<file path="config.mk">
export PLATFORM = sky130hd
export DESIGN_NAME = join_vector
export DESIGN_NICKNAME = d
export VERILOG_FILES = /design/src/rtl/join_vector.sv
export SDC_FILE = /design/constraint.sdc
export NUM_CORES = 1
export LEC_CHECK = 0
export CAP_MARGIN = 40
export CORE_AREA = 2 2 307 309
export DETAILED_ROUTE_END_ITERATION = 7
export DIE_AREA = 0 0 309 311
export PLACE_DENSITY_LB_ADDON = 0.25
export SYNTH_ARGS = -nofsm -noshare
export SYNTH_HDL_FRONTEND = slang
export SYNTH_SLANG_ARGS = --single-unit
</file>
<file path="constraint.sdc">
create_clock -name CLK -period 25.8 [get_ports CLK]
set_input_delay 5.16 -clock CLK [delete_from_list [all_inputs] [get_ports CLK]]
set_output_delay 5.16 -clock CLK [all_outputs]
set_load 0.02 [all_outputs]
</file>
<file path="src/rtl/join_vector.sv">
// rtl/join_vector.sv - reassembles beat-serial lane results into one vector for writeback
//
// Purpose: collects S beats of L lane results and stores lane k, beat b at
// element k*S+b (inverse of the fork stage). When the last beat has been
// captured it raises a one-cycle write strobe carrying the destination
// register address that was latched at issue.
//
// Ports:
//   CLK           clock, posedge active
//   RST           asynchronous active-high reset
//   Start_i       vector op issue pulse, latches Dest_i (IDLE or DONE only)
//   Dest_i        destination vector register address
//   Lane_Valid_i  Lane_Res_i carries a valid beat (used in COLLECT only)
//   Lane_Res_i    lane results, lane k at index k
//   Result_VEC_o  assembled result vector (registered)
//   WD_Addr_o     latched destination address
//   WE_o          one-cycle writeback strobe (state DONE)
//   Busy_o        high while collecting beats
//   Beat_o        index of the next beat to be captured, 0..S-1
module join_vector #(
  parameter int N = 32,
  parameter int V = 20,
  parameter int L = 4,
  parameter int S = 5,
  parameter int A = 4
) (
  input  logic                  CLK,
  input  logic                  RST,
  input  logic                  Start_i,
  input  logic [A-1:0]          Dest_i,
  input  logic                  Lane_Valid_i,
  input  logic [L-1:0][N-1:0]   Lane_Res_i,
  output logic [V-1:0][N-1:0]   Result_VEC_o,
  output logic [A-1:0]          WD_Addr_o,
  output logic                  WE_o,
  output logic                  Busy_o,
  output logic [2:0]            Beat_o
);

  typedef enum logic [1:0] {
    IDLE    = 2'd0,
    COLLECT = 2'd1,
    DONE    = 2'd2
  } state_t;

  localparam logic [2:0] LAST_BEAT = 3'(S - 1);

  state_t               state_q, state_d;
  logic [2:0]           beat_q, beat_d;
  logic [V-1:0][N-1:0]  vec_q, vec_d;
  logic [A-1:0]         addr_q, addr_d;

  always_ff @(posedge CLK or posedge RST) begin
    if (RST) begin
      state_q <= IDLE;
      beat_q  <= '0;
      vec_q   <= '0;
      addr_q  <= '0;
    end else begin
      state_q <= state_d;
      beat_q  <= beat_d;
      vec_q   <= vec_d;
      addr_q  <= addr_d;
    end
  end

  always_comb begin
    state_d = state_q;
    beat_d  = beat_q;
    vec_d   = vec_q;
    addr_d  = addr_q;

    case (state_q)
      IDLE: begin
        if (Start_i) begin
          addr_d  = Dest_i;
          beat_d  = '0;
          state_d = COLLECT;
        end
      end

      COLLECT: begin
        if (Lane_Valid_i) begin
          // Compare against every beat index so all element selects are
          // constant; only the column for the current beat is written.
          for (int k = 0; k < L; k++) begin
            for (int b = 0; b < S; b++) begin
              if (beat_q == 3'(b)) begin
                vec_d[k*S + b] = Lane_Res_i[k];
              end
            end
          end
          if (beat_q == LAST_BEAT) begin
            beat_d  = '0;
            state_d = DONE;
          end else begin
            beat_d = beat_q + 3'd1;
          end
        end
      end

      DONE: begin
        // A new issue here goes straight back to COLLECT without an IDLE gap.
        if (Start_i) begin
          addr_d  = Dest_i;
          beat_d  = '0;
          state_d = COLLECT;
        end else begin
          state_d = IDLE;
        end
      end

      default: begin
        state_d = IDLE;
        beat_d  = '0;
      end
    endcase
  end

  assign Result_VEC_o = vec_q;
  assign WD_Addr_o    = addr_q;
  assign WE_o         = (state_q == DONE);
  assign Busy_o       = (state_q == COLLECT);
  assign Beat_o       = beat_q;

endmodule

</file>
======== Word-level counts from Yosys, hierarchy flattened ========
Cells that the tools add are included.
cells by class
  reduce and logical (&&, ||, !) cells .... 11
  add/sub/neg operators ................... 1
  muxes and demuxes ....................... 9
  equal/unequal tests ..................... 10
operator list
  cell                   count
  $reduce_and A3 Y1      6
  $mux W3                3
  $eq A3 B2 Y1 const B   2
  $mux W2                3
  $pmux W2 S3            1
  $pmux W3 S2            1
  $ne A2 B1 Y1 const B   2
  $ne A2 B2 Y1 const B   2
  $reduce_and A2 Y1      2
  $add A3 B1 Y3 const B  1
  $eq A3 B1 Y1 const B   1
  $eq A3 B3 Y1 const B   1
  $logic_not A3 Y1       1
  $eq A2 B1 Y1 const B   1
  $eq A2 B2 Y1 const B   1
  $logic_not A2 Y1       1
  $reduce_or A2 Y1       1
  $mux W1                1
word-level totals
  bits in registers ....................... 649
  output and inout port bits .............. 649
  input bits .............................. 136
  logic and storage cells ................. 54

======== Logic depth before layout (Yosys ltp) ========
Gate-level depths: netlist (run 1).
  word-level depth ........................ 4
  gate-level depth with buffers ........... 7
  mapped depth without buffers ............ 5

======== Worst setup path after synthesis (run 1) ========
No wires, ideal clock.
  path kind ............................... input to register
  start point ............................. input Lane_Valid_i
  end point ............................... register vec_q, in the netlist Result_VEC_o[288]
  arrival time ............................ 6,191 ps
  path buffers ............................ 2
  stages on the path ...................... 5
  setup time .............................. 125 ps
  path slack .............................. 19,485 ps
  data required time ...................... 25,675 ps
  cell sequence ........................... inv_2 -> nor4b_4 -> buf_4 -> buf_6 -> mux2_2
on the way
  cells in the longest elaborated chain, start to end .. 1
ends and longest elaborated chain
  item                                line  RTL
  start, declared                     31    input logic Lane_Valid_i,
  $reduce_and A3 Y1 (no source line)  -
  end signal, assigned                62    vec_q <= vec_d;
  end, declared                       50    logic [V-1:0][N-1:0] vec_q, vec_d;
No other way between the ends.
A chain may end at the register's enable or synchronous reset.

======== Worst setup path after layout (run 1) ========
  start point ............................. register state_q[0]
  end point ............................... output Busy_o
on the way
  cells in the longest elaborated chain, start to end .. 1
ends and longest elaborated chain
  item                    line  RTL
  start, declared         48    state_t state_q, state_d;
  start signal, assigned  60    state_q <= state_d;
  $eq A2 B1 Y1            123   assign Busy_o = (state_q == COLLECT);
  end, declared           36    output logic Busy_o,
No other way between the ends.

==> results of run 1 <==
[registers in the layout, indices dropped and copies added, names as in the netlist]
| register | cells |
|---|---|
| Result_VEC_o | 640 |
| Beat_o | 3 |
| WD_Addr_o | 4 |
| state_q | 2 |
[final cells by class]
type / count / area [µm²]
clock inverters: 20 / 275
fillers: 8708 / 56600
well taps: 1254 / 1570
inverters: 5 / 26.3
repair buffers: 813 / 8290
clock buffers: 112 / 2240
multi-input cells: 669 / 7570
flip-flops and latches: 649 / 16200
[cell families after synthesis]
family                     Yosys count
and+or+nand+nor                     15
DFF                                649
AOI/OAI and AO/OA                    2
adders and majority gates            5
buffers and inverters               76
muxes                              647
[per-stage QoR]
stage,hold slack (ns),total power [mW]
6_report,0.482,5.44
5_1_grt,0.493,5.71
2_1_floorplan,0.609,3.06
4_1_cts,0.487,5.53
3_3_place_gp,0.466,4.35
3_5_place_dp,0.474,4.42
[path summary, 6_finish.rpt]
kind	from	end	depth (start not counted)
hold / removal	Result_VEC_o[632]	Result_VEC_o[632]	1
hold reg to reg	Result_VEC_o[632]	Result_VEC_o[632]	1
setup reg to reg	Beat_o[0]	Result_VEC_o[466]	7
min in group asynchronous	RST	Result_VEC_o[125]	2
max in group asynchronous	RST	Result_VEC_o[301]	6
setup / recovery	state_q[0]	Busy_o	2
[per-layer routing]
| layer | share of wire, % | global-route usage (%) | wire [µm] | vias to the layer above |
|---|---|---|---|---|
| met4 | 2.5 | 4.48 | 1880 | 0 |
| met1 | 38 | 17.0 | 28100 | 7827 |
| met2 | 51 | 26.6 | 38000 | 508 |
| met5 | 0 | 0 | 0 | - |
| li1 | - | - | - | 6586 |
| met3 | 8.3 | 5.73 | 6180 | 114 |
[worst max-delay path: cells and delay by family, from the launching register on]
kind / cells / cell delay [ns]
buffers and inverters: 1 / 0.83
and+or+nand+nor: 1 / 0.52
DFF: 1 / 0.42
[synth_stat cells]
| cell type | instances |
|---|---|
| buf_6 | 47 |
| mux2i_1 | 3 |
| nor4b_4 | 1 |
| nor2_1 | 1 |
| buf_4 | 11 |
| dfrtp_1 | 649 |
| buf_8 | 1 |
| nor2b_1 | 3 |
| o21ai_0 | 1 |
| nand3b_1 | 1 |
| buf_12 | 10 |
| buf_2 | 2 |
| mux2_4 | 20 |
| mux2_1 | 112 |
| inv_2 | 1 |
| nand2b_1 | 1 |
| and4bb_2 | 1 |
| ha_1 | 5 |
| a21oi_1 | 1 |
| nand3_1 | 2 |
| mux2_2 | 512 |
| nand2_1 | 4 |
| inv_1 | 4 |
| nand3_2 | 1 |
[where the power goes]
part	switching, mW	internal (mW)
combinational	1.25	1.32
sequential	0.269	1.53
clock	0.426	0.651
==> summary.txt, run 1 <==
GRT
  • Grt ovf: 0
  • First-pass GRT wire length: around 110000 µm
  • Largest net degree at the start of global routing: approximately 160
  • Vias in the first global route: approximately 16000
  • GRT Util Overall: 15.2%
  • Initial antenna violation count: 0

Synthesis
  • Syn nets: roughly 1500
  • Mux contribution to synthesized area: between 20 and 30%
  • Largest family of logic cells by synthesized area: multiplexers
  • Syn Inst Count: between 1000 and 1500
  • Post-synthesis average cell area: between 15 and 20 µm²
  • Adder-Cell Fraction of Synth Area: less than 1%
  • Post-Syn Area: about 0.025 mm²
  • Top cell type's share of synthesized area: between 60% and 70%
  • Sequential share of the synthesized area: between 60% and 70%
  • Largest cells by area after synthesis: dfrtp_1 66%, mux2_2 23%, mux2_1 5.1%, buf_6 2.1%, mux2_4 1.2%
  • Area leader, netlist: dfrtp_1
  • Xor and xnor area share after synthesis: 0%
  • Synth Area in Simple Gates: less than 1%
  • Synth cell types: 24
  • Synth Warn #: 0
  • Synth Area in Compound Gates: less than 1%
  • Flops & latches, synth: ~650

Timing
  • Setup_tns: 0 ns
  • Hold Vio Cnt, Final: 0
  • Worst Tran Pin Value: 0.883 ns
  • Final period utilization: around 30%
  • Slew HR: ~41%
  • Clk_skew: about 0.023 ns
  • Min Clock Period, post-route: around 7.6 ns
  • Max Fclk: roughly 0.13 GHz
  • Fin worst setup slack: 18.24 ns
  • Final setup violation count: 0
  • Final Slew Violations: 0
  • RSZ-0062 raised after global routing: no

Finish
  • Non-Filler Instances: between 3000 and 4000
  • Most common cell after layout, fill and taps aside: clkdlybuf4s50_1
  • Fin area: between 0.03 and 0.04 mm²
  • Final core occ: about two fifths
  • Antenna diode count: 0
  • Synth-to-Final Area Change: 47.0%
  • Share of cells above drive strength 1: 30.2%
  • Most frequent cells in the layout: 784 x clkdlybuf4s50_1, 649 x dfrtp_1, 512 x mux2_2
  • Final nets: approximately 2400

Status
  • Status: complete, no violations

Critical path
  • Worst EP arrival: roughly 2.4 ns
  • Reg2reg setup slack: between 20 and 25 ns
  • Largest stage delay, worst path: just over 0.8 ns
  • CP cell instances: nor2b_1 -> clkdlybuf4s50_1
  • Crit path capture type: output port
  • CP required: around 21 ns
  • Slowest stage cell, crit path: clkdlybuf4s50_1
  • Largest driver fanout on the critical path: 7
  • Setup crit start kind: flip-flop
  • WS Path Type: reg -> out

Place
  • Final HPWL DP: between 50000 and 60000 µm
  • DP Area: 0.0337 mm²
  • Port Buffers: about 780
  • Placed Cells: about 3400
  • GPL Wtd Cong: slightly below 0.8
  • Dpl ws: about 18 ns

Pwr
  • Leak: 15.4 nW
  • PD cells: 150 mW/mm²
  • Max VDD drop: approximately 79 µV

Detailed routing
  • Via/cell ratio: around 4.3
  • Routed Antenna Nets: 0
  • DRC viols: 0
  • DR pass1 iterations: 4
  • WL final: 74100 µm
  • Routed len/inst: between 20 and 25 µm
  • Initial DRC Count: roughly 560
  • DR vias: ~15000

Clock network
  • Root Driver: clkbuf_16
  • Post-CTS setup buffer count: 0
  • Clk buf depth: 3
  • H-tree levels: 3
  • Clock latency reported for the late side of the worst-skew pair: 0.63 ns
  • Hold_buf cts: 0
  • Post-cts sizing count: 0
  • CTS tree: built
  • TritonCTS Sinks: 649
  • Num CTS Buffers: 75
  • CTS clk-pin slew, worst paths: about 0.06 ns

Floorplanning
  • Die area: a little under 0.1 mm²
  • Row cnt: ~110
  • Starting Density: 26.6%
  • I/O Pins: ~790
  • Core Box Area: 0.0928 mm²
  • Die W: a little over 300 µm
  • Die Ht: between 300 and 400 µm

Job
  • Max-cap viol count: 0

Min path
  • Worst min path class: reg -> reg
Power figures use the tool's default switching activity.
==> run 2, diff against run 1 <==
- clock period: 25.8 -> 7.89 ns (I/O delays scaled with it)
==> run 2 against run 1 <==
Against the previous run:
- via count barely moved
- critical path type unchanged
- non-clock buffer count fell by 9
- global-route usage rose by 0.17 points
- first-iteration DRC count fell by 10%
- sequential power rose to 3.3 times the previous value
- count of clock-buffer cells in the layout fell by 3
- flip-flop and latch count did not move
- largest power group unchanged
- total power rose to 3.3 times the previous value
- utilization fell by 0.23 points
- wire length rose by 1.1%
- final cell count fell by 0.17%
- hold slack got worse by 0.0015 ns
==> summary.txt, run 2 (same netlist as run 1, synthesis figures left out) <==
Floorplanning
  • Starting Density: 26.6% (unchanged)
  • Die W: 309 µm (unchanged)
  • Die area: 0.0961 mm² (unchanged)
  • Row cnt: 112 (unchanged)
  • Die Ht: 311 µm (unchanged)
  • Core Box Area: 0.0928 mm² (unchanged)
  • I/O Pins: 785 (unchanged)

GRT
  • GRT Util Overall: 15.4% (was 15.2%)
  • Largest net degree at the start of global routing: 170 (was 155)
  • Grt ovf: 0 (unchanged)
  • Initial antenna violation count: 3 (was 0)
  • First-pass GRT wire length: 111000 µm (about the same)
  • Vias in the first global route: 16302 (was 16447)

Clock network
  • Hold_buf cts: 0 (unchanged)
  • Root Driver: clkbuf_16 (unchanged)
  • CTS tree: built (unchanged)
  • TritonCTS Sinks: 649 (unchanged)
  • Num CTS Buffers: 76 (was 75)
  • Post-CTS setup buffer count: 0 (unchanged)
  • CTS clk-pin slew, worst paths: 0.05 ns (was 0.06 ns)
  • Post-cts sizing count: 0 (unchanged)
  • Clk buf depth: 3 (unchanged)
  • Clock latency reported for the late side of the worst-skew pair: 0.63 ns (about the same)
  • H-tree levels: 3 (unchanged)

Finish
  • Most common cell after layout, fill and taps aside: clkdlybuf4s50_1 (unchanged)
  • Max reg flops: 640 (unchanged)
  • Most frequent cells in the layout: 784 x clkdlybuf4s50_1, 649 x dfrtp_1, 512 x mux2_2 (unchanged)
  • Share of cells above drive strength 1: 30.1% (was 30.2%)
  • Synth-to-Final Area Change: 46.1% (was 47.0%)
  • Fillers: 8740 (was 8708)
  • Final nets: 2346 (was 2354)

Place
  • Port Buffers: 784 (unchanged)
  • GPL Wtd Cong: 0.763 (was 0.770)
  • Dpl ws: 3.51 ns (was 17.61 ns)
  • Final HPWL DP: 51000 µm (was 52500 µm)

Detailed routing
  • DRC viols: 0 (unchanged)
  • WL final: 74900 µm (was 74100 µm)
  • Via/cell ratio: 4.27 (about the same)
  • DR pass1 iterations: 4 (unchanged)
  • Initial DRC Count: 499 (was 557)
  • Routed Antenna Nets: 0 (unchanged)
  • Routed len/inst: 21.3 µm (was 21.0 µm)
  • DR vias: 15024 (was 15035)

Critical path
  • Critical path buffers and inverters: 1 (unchanged)
  • CP required: 6.31 ns (was 20.64 ns)
  • Worst EP arrival: 2.32 ns (was 2.40 ns)
  • Crit path capture type: output port (unchanged)
  • Largest stage delay, worst path: 0.76 ns (was 0.83 ns)
  • Largest driver fanout on the critical path: 7 (unchanged)
  • Setup crit start kind: flip-flop (unchanged)
  • CP cell instances: nor2b_1 -> clkdlybuf4s50_1 (unchanged)
  • Slowest stage cell, crit path: clkdlybuf4s50_1 (unchanged)
  • Largest delay contributor family on the critical path: buffers and inverters (unchanged)
  • WS Path Type: reg -> out (unchanged)

Timing
  • Final setup violation count: 0 (unchanged)
  • Worst Tran Pin Value: 1.08 ns (was 0.883 ns)
  • Hold Vio Cnt, Final: 0 (unchanged)
  • Hold Slack: 0.480 ns (was 0.482 ns)
  • Max Fclk: roughly 0.26 GHz
  • Fin worst setup slack: 3.99 ns (was 18.24 ns)
  • Final Slew Violations: 0 (unchanged)
  • Final period utilization: about half
  • Slew HR: 28.1% (was 41.2%)
  • Min Clock Period, post-route: between 3 and 4 ns
  • Clk_skew: 0.0159 ns (was 0.0233 ns)
  • RSZ-0062 raised after global routing: no (unchanged)

Min path
  • Worst min path class: reg -> reg (unchanged)

Pwr
  • Max VDD drop: 284 µV (was 78.9 µV)
  • Leak: 15.3 nW (was 15.4 nW)
  • PD cells: 492 mW/mm² (was 150 mW/mm²)

Job
  • Max-cap viol count: 0 (unchanged)

Status
  • Status: complete, no violations (unchanged)
## run 2: changes by cell type in the layout (fill, tap and decap cells not counted), moves of 4 or more
cell | before | now
buf_12 | 2 | 6
buf_16 | 10 | 1
buf_4 | 17 | 13
clkbuf_1 | 17 | 11
clkinv_2 | 6 | 12
clkinv_4 | 0 | 4
## run 2: final cells by class
cell class	instances	area, µm²	area share (%)
sequential	649	16200	45.1
timing repair buffer	804	8090	22.5
multi-input combinational	669	7570	21.0
clock buffer	109	2280	6.33
tap	1254	1570	4.36
clock inverter	23	213	0.591
inverter	5	22.5	0.0626
antenna	3	7.51	0.0209
## run 2: per-layer routing
metal / vias to the layer above / share of wire, % / global-route usage [%]
met2: 531 / 50 / 26.3
met4: 0 / 3.6 / 6.64
met1: 7783 / 38 / 17.0
met5: - / 0 / 0
met3: 127 / 8.6 / 5.65
li1: 6583 / - / -
## run 2: where the power goes
group	switching (mW)	internal, mW
Sequential	0.859	5.00
Combinational	4.08	4.28
Clock	1.41	2.07
Total	6.35	11.3
## run 2: path summary, 6_finish.rpt
kind                              startpoint           endpoint  slack (ns)  depth (start not counted)
setup / recovery                  state_q[0]             Busy_o        3.99                          2
hold / removal             Result_VEC_o[293]  Result_VEC_o[293]        0.48                          1
setup reg to reg                   Beat_o[0]  Result_VEC_o[616]        5.16                          6
hold reg to reg            Result_VEC_o[293]  Result_VEC_o[293]        0.48                          1
max in group asynchronous                RST  Result_VEC_o[225]        4.74                          5
min in group asynchronous                RST   Result_VEC_o[20]        1.38                          2
## run 2: worst reg2reg max path, delay by kind of cell (launching register included)
kind,cells,cell delay [ns]
muxes,1,0.69
and+or+nand+nor,2,0.54
adders and majority gates,1,0.24
DFF,1,0.41
buffers and inverters,2,0.72
## run 2: metrics by stage
stage / instances / total power, mW / instance area (µm²) / util (%) / TNS (ns)
finish: 3516 / 17.7 / 36000 / 38.8 / 0
CTS: 3513 / 18.0 / 36000 / 38.8 / 0
global route: 3515 / 18.6 / 36000 / 38.8 / 0
detailed placement: 3381 / 14.4 / 33500 / 36.1 / 0
floorplan: 1394 / 10.0 / 24600 / - / -1659.24
global placement: 3379 / 14.2 / 33400 / 36.1 / 0
